[src/rtl/serial_adder.sv]
// rtl/serial_adder.sv - bit-serial add/subtract unit, one bit per clock, LSB first
module serial_adder #(
  parameter int WIDTH = 8
) (
  input  logic             clk,
  input  logic             rst_n,
  input  logic             start,
  input  logic             sub,
  input  logic [WIDTH-1:0] a,
  input  logic [WIDTH-1:0] b,
  input  logic             cin,
  output logic [WIDTH-1:0] sum,
  output logic             cout,
  output logic             busy,
  output logic             done
);

  localparam int CW = $clog2(WIDTH);

  typedef enum logic [1:0] {
    S_IDLE = 2'd0,
    S_RUN  = 2'd1,
    S_DONE = 2'd2
  } state_t;

  state_t         state;
  state_t         state_nxt;
  logic [WIDTH-1:0] a_r;
  logic [WIDTH-1:0] b_r;
  logic           carry;
  logic [CW-1:0]  cnt;

  logic bit_a;
  logic bit_b;
  logic maj;
  logic last_bit;

  assign bit_a    = a_r[cnt];
  assign bit_b    = b_r[cnt];
  assign maj      = (bit_a & bit_b) | (bit_a & carry) | (bit_b & carry);
  assign last_bit = (cnt == CW'(WIDTH - 1));

  always_ff @(posedge clk or negedge rst_n) begin
    if (!rst_n) begin
      state <= S_IDLE;
    end else begin
      state <= state_nxt;
    end
  end

  always_comb begin
    state_nxt = state;
    case (state)
      S_IDLE:  if (start) state_nxt = S_RUN;
      S_RUN:   if (last_bit) state_nxt = S_DONE;
      S_DONE:  state_nxt = S_IDLE;
      default: state_nxt = S_IDLE;
    endcase
  end

  always_comb begin
    busy = (state == S_RUN);
    done = (state == S_DONE);
  end

  // Subtraction is folded into the operand latch: a - b == a + ~b + 1.
  always_ff @(posedge clk or negedge rst_n) begin
    if (!rst_n) begin
      a_r   <= '0;
      b_r   <= '0;
      carry <= 1'b0;
      cnt   <= '0;
      sum   <= '0;
      cout  <= 1'b0;
    end else begin
      case (state)
        S_IDLE: begin
          if (start) begin
            a_r   <= a;
            b_r   <= sub ? ~b : b;
            carry <= sub ? 1'b1 : cin;
            cnt   <= '0;
          end
        end
        S_RUN: begin
          sum[cnt] <= bit_a ^ bit_b ^ carry;
          carry    <= maj;
          cnt      <= cnt + CW'(1);
          if (last_bit) cout <= maj;
        end
        default: ;
      endcase
    end
  end

endmodule

[config.mk]
export PLATFORM = sky130hd
export DESIGN_NAME = serial_adder
export DESIGN_NICKNAME = d
export VERILOG_FILES = /design/src/rtl/serial_adder.sv
export SDC_FILE = /design/constraint.sdc
export NUM_CORES = 1
export LEC_CHECK = 0
export ABC_AREA = 0
export CORE_UTILIZATION = 50
export DETAILED_ROUTE_END_ITERATION = 7
export PLACE_DENSITY = 0.75
export SLEW_MARGIN = 20
export SYNTH_ARGS = -nofsm -noshare
export SYNTH_HDL_FRONTEND = slang
export SYNTH_SLANG_ARGS = --single-unit
[constraint.sdc]
create_clock -name clk -period 2.6 [get_ports clk]
set_input_delay 0.52 -clock clk [delete_from_list [all_inputs] [get_ports clk]]
set_output_delay 0.52 -clock clk [all_outputs]
set_load 0.005 [all_outputs]
# --- After elaboration in Yosys (flattened, before gate mapping) ---
# Cells that the tools add are included.
totals:
  register_bits: 31
  input_bits: 21
  out_inout_bits: 11
  wordCells: 46
classes:
  n_addsub: 1
  order_cmp: 2
  eq_ne: 5
  mux: 16
  bitwise: 8
  n_reduce_logical: 7
ops:
  columns: ["cell", "count"]
  rows:
  - ["$bwmux W8", 1]
  - ["$mux W8", 1]
  - ["$not A8 Y8", 1]
  - ["$reduce_and A2 Y1", 4]
  - ["$bmux W1 S3", 2]
  - ["$pmux W3 S2", 1]
  - ["$mux W1", 5]
  - ["$lt A3 B4 Y1 const B", 1]
  - ["$mux W2", 2]
  - ["$pmux W2 S2", 1]
  - ["$add A3 B1 Y3 const B", 1]
  - ["$and A1 B1 Y1", 3]
  - ["$demux W1 S3", 1]
  - ["$eq A3 B3 Y1 const B", 1]
  - ["$ge A3 B1 Y1 const B", 1]
  - ["$mux W3", 1]
  - ["$eq A2 B1 Y1 const B", 1]
  - ["$eq A2 B2 Y1 const B", 1]
  - ["$logic_not A2 Y1", 1]
  - ["$ne A2 B1 Y1 const B", 1]
  - ["$ne A2 B2 Y1 const B", 1]
  - ["$or A1 B1 Y1", 2]
  - ["$pmux W1 S2", 1]
  - ["$reduce_bool A2 Y1", 1]
  - ["other kinds (2)", 3]

# --- Depth between registers and ports, before layout ---
# Gate-level depths: netlist of run 1.
logic_depth:
  word_depth: 6
  mapped_depth: 6
  mapped_depth_nobuf: 5

# --- Worst setup path after synthesis of run 1 ---
# No wires, ideal clock.
synth_path:
  path_kind: "reg-to-reg"
  from: "register cnt[0]"
  to: "register sum[3]"
  setup_time_ns: 0.110
  arrival_ns: 2.094
  slack_ns: 0.395
  stages_incl_launch_ff: 7
  n_path_buf: 2
  synth_period_minus_slack_ns: 2.205
  path_cell_list: "dfrtp_1 > buf_2 > mux4_2 > mux2i_1 > fa_1 > buf_1 > o41ai_1"
synth_between:
  elab_chain_len: 5
synth_lines:
  columns: ["item", "line", "text"]
  rows:
  - ["start, declared", "31", "logic [CW-1:0] cnt;"]
  - ["start signal, assigned", "88", "cnt <= cnt + CW'(1);"]
  - ["$lt A3 B4 Y1 (not written as such) (tied with other cells)", "86", "sum[cnt] <= bit_a ^ bit_b ^ carry;"]
  - ["$logic_and A1 B1 Y1 (not written as such) (tied with other cells)", "86", null]
  - ["$mux W1 (not written as such) / $xor A1 B1 Y1 (equally long branches)", "86", null]
  - ["$demux W1 S3 / $xor A1 B1 Y1 (equally long branches)", "86", null]
  - ["$bwmux W8 (*)", "86", null]
  - ["end signal, assigned by index", "86", null]
  - ["end, declared", "12", "output logic [WIDTH-1:0] sum,"]
# Mark *: on every way between the ends. The rest lies on a longest branch, timed or not. The select of a mux whose other input is x is not followed.
# A chain may end at the register's enable or synchronous reset.

# --- Final worst setup path of run 1 ---
# Ends and elaborated chain as after synthesis.

==> flow_summary.json, run 1 <==
{
  "status": "finished, violations left",
  "violations": "DRC",
  "grt_overflow": 0,
  "holdCritPathClass": "reg2reg",
  "ant_nets": 0,
  "vias_per_cell": 5.36,
  "cp.arrival_ns": 2.55,
  "ff2ff_setup_slack_ns": 0.27,
  "hold_depth": 2,
  "layout_common_cells": "nand2_1, dfrtp_1, clkdlybuf4s50_1",
  "yosysTopAreaCell": "dfrtp_1",
  "rsz0062_at_grt": "false",
  "antenna_found_initial": 0,
  "maxSlewViolCount": 0,
  "setup_viol": 0,
  "cts_hold_buf": 0,
  "synthTopCellsByArea": "dfrtp_1, nand2_1, mux4_2, o21ai_0, xnor2_1",
  "max_freq_ghz": 0.429,
  "grt_pass1_wl_um": 4660,
  "numCtsBuffers": 5,
  "synth_mux_area_share_pct": 9.36,
  "synth_top_family_by_area": "simple AND/OR/NAND/NOR gates",
  "synth_adder_area_share_pct": 3.01,
  "ys_seq_elements": 31,
  "grt_pass1_vias": 1095,
  "avgSynthCellArea_sq_um": 10.5,
  "power_density_nw_per_um2": 1160,
  "worst_pin_slew_ns": 0.845,
  "htree_levels": 2,
  "cts_tree": "yes",
  "postCtsSetupRepairBufs": 0,
  "place_area_sq_um": 1810,
  "synthToLayoutAreaGrowth_pct": 23.7,
  "drive_gt1_share_pct": 7.51,
  "rows": 19,
  "die_w_um": 56.7,
  "cp_slowest_cell": "fa_1",
  "ys_warn_count": 0,
  "yosys.area_share.simple_pct": 16.6,
  "r2r-start": "cnt[0]",
  "dr.pass1.iters": 6,
  "end_kind": "flop",
  "wl_um": 2660,
  "grt_use_met2_pct": 31.0,
  "p_leak_nw": 0.822,
  "fp.coreArea_sq_um": 2810,
  "num_vias": 1094,
  "design_area_sq_um": 1850,
  "vdd_ir_drop_max_uv": 475,
  "ff2ff_path_depth": 4,
  "start_util_pct": 53.3,
  "insertion_delay_ns": 0.33,
  "nets": 198,
  "cts_sinks": 31,
  "multi_input_area_sq_um": 641,
  "holdPathEnd": "a_r[1]",
  "num_antenna_cells": 0,
  "grt_max_degree": 32,
  "use_met3_pct": 4.84,
  "root_buffer": "clkbuf_4",
  "busiest_layer": "met2",
  "die_h_um": 56.7,
  "fp.dieArea_sq_um": 3220,
  "synth_area_sq_um": 1500,
  "crit_fanout": 8,
  "max_cap_viol_count": 0,
  "synth-compound-area-share_pct": 9.20,
  "clock_skew_ns": 0.0130,
  "slew_headroom_pct": 43.7,
  "dp_hpwl_um": 1900,
  "worst_setup_path_start_kind": "flop",
  "clockBufferDepth": 2,
  "r2r-end": "sum[3]",
  "finalHoldViolCount": 0,
  "io_buffers": 31,
  "ioPinCount": 32,
  "synth_top_area_share_pct": 51.8,
  "mostFrequentLayoutCell": "nand2_1",
  "clk_pin_slew_ns": 0.09,
  "critical_path_class": "reg2reg",
  "fin_crit_sh_pct": 89.6,
  "grt_usage_pct": 19.7,
  "drc": 4,
  "synth_xor_area_share_pct": 4.68,
  "fin_crit_ns": 2.33,
  "wl_per_cell_um": 13.0,
  "postSynthCellCount": 143,
  "use_met1_pct": 24.1,
  "cpPeakStageDelay_ns": 0.57,
  "synth_cell_types": 25,
  "dr.first_iter.drc_count": 29,
  "path_cells": "mux4_2, mux2i_1, fa_1, o41ai_1",
  "cp.required_ns": 2.82,
  "place.gp.congestion": 0.747,
  "hold_start": "a_r[1]",
  "register_area_sq_um": 776,
  "synth_seq_area_share_pct": 51.8,
  "cts-resized-gates": 0,
  "setup_tns_ns": 0,
  "synthesis.nets": 167,
  "fillCellCount": 244
}
## synthesized netlist by cell type
library cell and n:
nor3b_2 1, xnor2_1 8, nor4_1 1, nand2_1 38, fa_1 1, buf_2 6, buf_1 1, o41ai_1 2
nand2b_1 3, or3b_1 1, buf_4 1, ha_1 2, buf_6 1, inv_1 6, nor2b_1 1, o21ai_0 15
dfrtp_1 31, mux2i_1 5, mux4_2 4, nor4b_1 2, nand3b_1 2, clkbuf_2 1, o211ai_1 1, o31ai_1 5
nand3_1 4
## through the flow
stage	hold slack [ns]	worst slack [ns]	instances	utilization, %	total power, mW
6_report	0.478	0.270	204	66.0	2.15
5_1_grt	0.512	0.0816	204	66.0	2.34
2_1_floorplan	0.224	0.395	143	-	1.57
3_5_place_dp	0.461	0.282	198	64.5	1.91
4_1_cts	0.483	0.260	204	66.0	2.16
3_3_place_gp	0.462	0.396	198	64.5	1.88
## worst max path at each step
stage | startpoint | to | slack (ns) | cells after the start
2_1_floorplan | cnt[0] | sum[3] | 0.40 | 6
3_3_place_gp | cnt[0] | sum[3] | 0.40 | 4
3_5_place_dp | cnt[0] | sum[3] | 0.28 | 4
4_1_cts | cnt[0] | sum[3] | 0.26 | 4
5_1_grt | cnt[0] | sum[3] | 0.08 | 4
6_report | cnt[0] | sum[3] | 0.27 | 4
## routing by layer
layer  vias up  part of all wire [%]
met5         -                     0
met4         0                   3.4
li1        542                     -
met2        26                    47
met1       517                    45
met3         9                   4.3
## logic make-up (layout without fill, tap and decap cells)
family,Yosys count,count (layout)
xor gates and xnor gates,8,8
and+or+nand+nor,53,53
AOI/OAI and AO/OA,23,23
buffers and inverters,16,46
adders and majority gates,3,3
DFF,31,31
muxes,9,9
## flip-flops by register name, summed over array words and instances, names as in the netlist
| name | cells |
|---|---|
| a_r | 8 |
| b_r | 8 |
| carry | 1 |
| cnt | 3 |
| cout | 1 |
| state | 2 |
| sum | 8 |
## final cells by class
class                   count  area share [%]
inverters                   6            1.22
flip-flops and latches     31            41.9
well taps                  31            2.09
clock buffers               6            2.23
repair buffers             34            18.0
multi-input cells          96            34.6
## worst max-delay path, delay by kind of cell (launching register included)
| family | cells | cell delay [ns] |
|---|---|---|
| multiplexers | 2 | 0.75 |
| adder cells (fa/ha/maj) | 1 | 0.57 |
| flip-flops | 1 | 0.51 |
| AO/OA/AOI/OAI | 1 | 0.39 |
## report_power, final
part	internal [mW]	leakage, nW	switching [mW]
clock network	0.0959	0.0242	0.154
logic	0.521	0.414	0.482
registers	0.711	0.383	0.181
total	1.33	0.822	0.818
No activity file was read; power rests on OpenSTA's default activity.
==> run 2: changes to the inputs <==
--- a/config.mk
+++ b/config.mk
@@ -7,7 +7,9 @@
 export LEC_CHECK = 0
 export ABC_AREA = 0
 export CORE_UTILIZATION = 50
+export CTS_CLUSTER_SIZE = 30
 export DETAILED_ROUTE_END_ITERATION = 7
+export MAX_ROUTING_LAYER = met4
 export PLACE_DENSITY = 0.75
 export SLEW_MARGIN = 20
 export SYNTH_ARGS = -nofsm -noshare
==> flow_summary.json, run 2 (synthesized netlist as in run 1, its figures left out) <==
{
  "maxSlewViolCount": 0,
  "ioPinCount": 32,
  "p_comb_share_pct": 46.8,
  "synthToLayoutAreaGrowth_pct": 23.7,
  "num_antenna_cells": 0,
  "worst_pin_slew_ns": 0.844,
  "vias_per_cell": 5.35,
  "wl_per_cell_um": 12.9,
  "numCtsBuffers": 5,
  "r2r-start": "cnt[0]",
  "fp.coreArea_sq_um": 2810,
  "root_buffer": "clkbuf_4",
  "ff2ff_setup_slack_ns": 0.28,
  "postCtsSetupRepairBufs": 0,
  "cp.required_ns": 2.82,
  "p_sw_uw": 815,
  "end_kind": "flop",
  "setup_tns_ns": 0,
  "drive_gt1_share_pct": 7.51,
  "status": "finished, violations left",
  "rows": 19,
  "dp_hpwl_um": 1900,
  "mostFrequentLayoutCell": "nand2_1",
  "cpPeakStageDelay_ns": 0.57,
  "die_w_um": 56.7,
  "cp_slowest_cell": "fa_1",
  "fin_crit_ns": 2.32,
  "p_leak_nw": 0.822,
  "cts_hold_buf": 0,
  "io_buffers": 31,
  "fp.dieArea_sq_um": 3220,
  "hold_start": "a_r[1]",
  "dr.first_iter.drc_count": 26,
  "layout_common_cells": "nand2_1, dfrtp_1, clkdlybuf4s50_1",
  "wl_um": 2640,
  "setup_viol": 0,
  "fin_hold_ws_ns": 0.478,
  "cts_sinks": 31,
  "grt_pass1_vias": 1098,
  "max_freq_ghz": 0.431,
  "cts-resized-gates": 0,
  "cts_tree": "yes",
  "crit_family": "multiplexers",
  "drc": 4,
  "fin_crit_sh_pct": 89.2,
  "clock_skew_ns": 0.0129,
  "hold_depth": 2,
  "violations": "DRC",
  "grt_overflow": 0,
  "grt_pass1_wl_um": 4660,
  "cp.arrival_ns": 2.54,
  "holdPathEnd": "a_r[1]",
  "htree_levels": 2,
  "grt_max_degree": 32,
  "critical_path_class": "reg2reg",
  "antenna_found_initial": 0,
  "max_cap_viol_count": 0,
  "num_vias": 1092,
  "ff2ff_path_depth": 4,
  "p_seq_share_pct": 41.6,
  "largestRegisters": "a_r (8), b_r (8), sum (8)",
  "vdd_ir_drop_max_uv": 474,
  "place.gp.congestion": 0.756,
  "power_density_nw_per_um2": 1160,
  "path_buf_inv": 0,
  "finalHoldViolCount": 0,
  "dr.pass1.iters": 6,
  "place_area_sq_um": 1810,
  "ant_nets": 0,
  "r2r-end": "sum[3]",
  "clk_pin_slew_ns": 0.09,
  "swShare_pct": 38.0,
  "clockBufferDepth": 2,
  "nets": 198,
  "crit_fanout": 8,
  "insertion_delay_ns": 0.33,
  "clockPowerShare_pct": 11.7,
  "die_h_um": 56.7,
  "rsz0062_at_grt": "false",
  "grt_usage_pct": 20.3,
  "power_mw": 2.14,
  "p_int_mw": 1.33,
  "slew_headroom_pct": 43.7,
  "start_util_pct": 53.3,
  "design_area_sq_um": 1850,
  "holdCritPathClass": "reg2reg",
  "worst_setup_path_start_kind": "flop",
  "path_cells": "mux4_2, mux2i_1, fa_1, o41ai_1"
}
[run 2: cell type report]
class	instances	area, sq um
fill	244	953
tap	31	38.8
inverter	6	22.5
sequential	31	776
clock buffer	6	41.3
multi-input combinational	96	641
timing repair buffer	34	333
[run 2: worst min-delay path, cell delays in order, from the launching register on]
cell	delay [ns]
dfrtp_1	0.34
nand2_1	0.05
nand2_1	0.06
[run 2: power groups by stage]
| stage | clock network, mW | registers [mW] | logic [mW] |
|---|---|---|---|
| 6_report | 0.250 | 0.891 | 1.00 |
| 5_1_grt | 0.278 | 0.935 | 1.13 |
| 4_1_cts | 0.261 | 0.897 | 1.01 |
| 3_5_place_dp | 0 | 0.909 | 1.00 |
| 3_3_place_gp | 0 | 0.906 | 0.973 |
| 2_1_floorplan | 0 | 0.824 | 0.743 |
[run 2: metrics by stage]
stage | instances | util [%] | setup slack [ns]
after floorplan | 143 | - | 0.395
after global placement | 198 | 64.5 | 0.396
after detailed placement | 198 | 64.5 | 0.282
after CTS | 204 | 66.0 | 0.260
after global routing | 204 | 66.0 | 0.0816
final | 204 | 66.0 | 0.280
[run 2: per-layer routing]
layer	routed length [um]	track usage (%)	share of wire, %
met4	88	13.2	3.3
met3	115	4.84	4.4
met2	1240	31.0	47
met5	0	-	0
met1	1190	24.1	45
[run 2: worst max path at each step]
stage | start | to | slack [ns] | cells after the start
after detailed placement | cnt[0] | sum[3] | 0.28 | 4
final | cnt[0] | sum[3] | 0.28 | 4
after global routing | cnt[0] | sum[3] | 0.08 | 4
after floorplan | cnt[0] | sum[3] | 0.40 | 6
after CTS | cnt[0] | sum[3] | 0.26 | 4
after global placement | cnt[0] | sum[3] | 0.40 | 4
==> run 3: changes to the inputs <==
--- a/config.mk
+++ b/config.mk
@@ -11,7 +11,7 @@
 export DETAILED_ROUTE_END_ITERATION = 7
 export MAX_ROUTING_LAYER = met4
 export PLACE_DENSITY = 0.75
-export SLEW_MARGIN = 20
+export SLEW_MARGIN = 30
 export SYNTH_ARGS = -nofsm -noshare
 export SYNTH_HDL_FRONTEND = slang
 export SYNTH_SLANG_ARGS = --single-unit
==> results of run 3 <==
Final layout, timing and power as in run 2 (identical DEF).
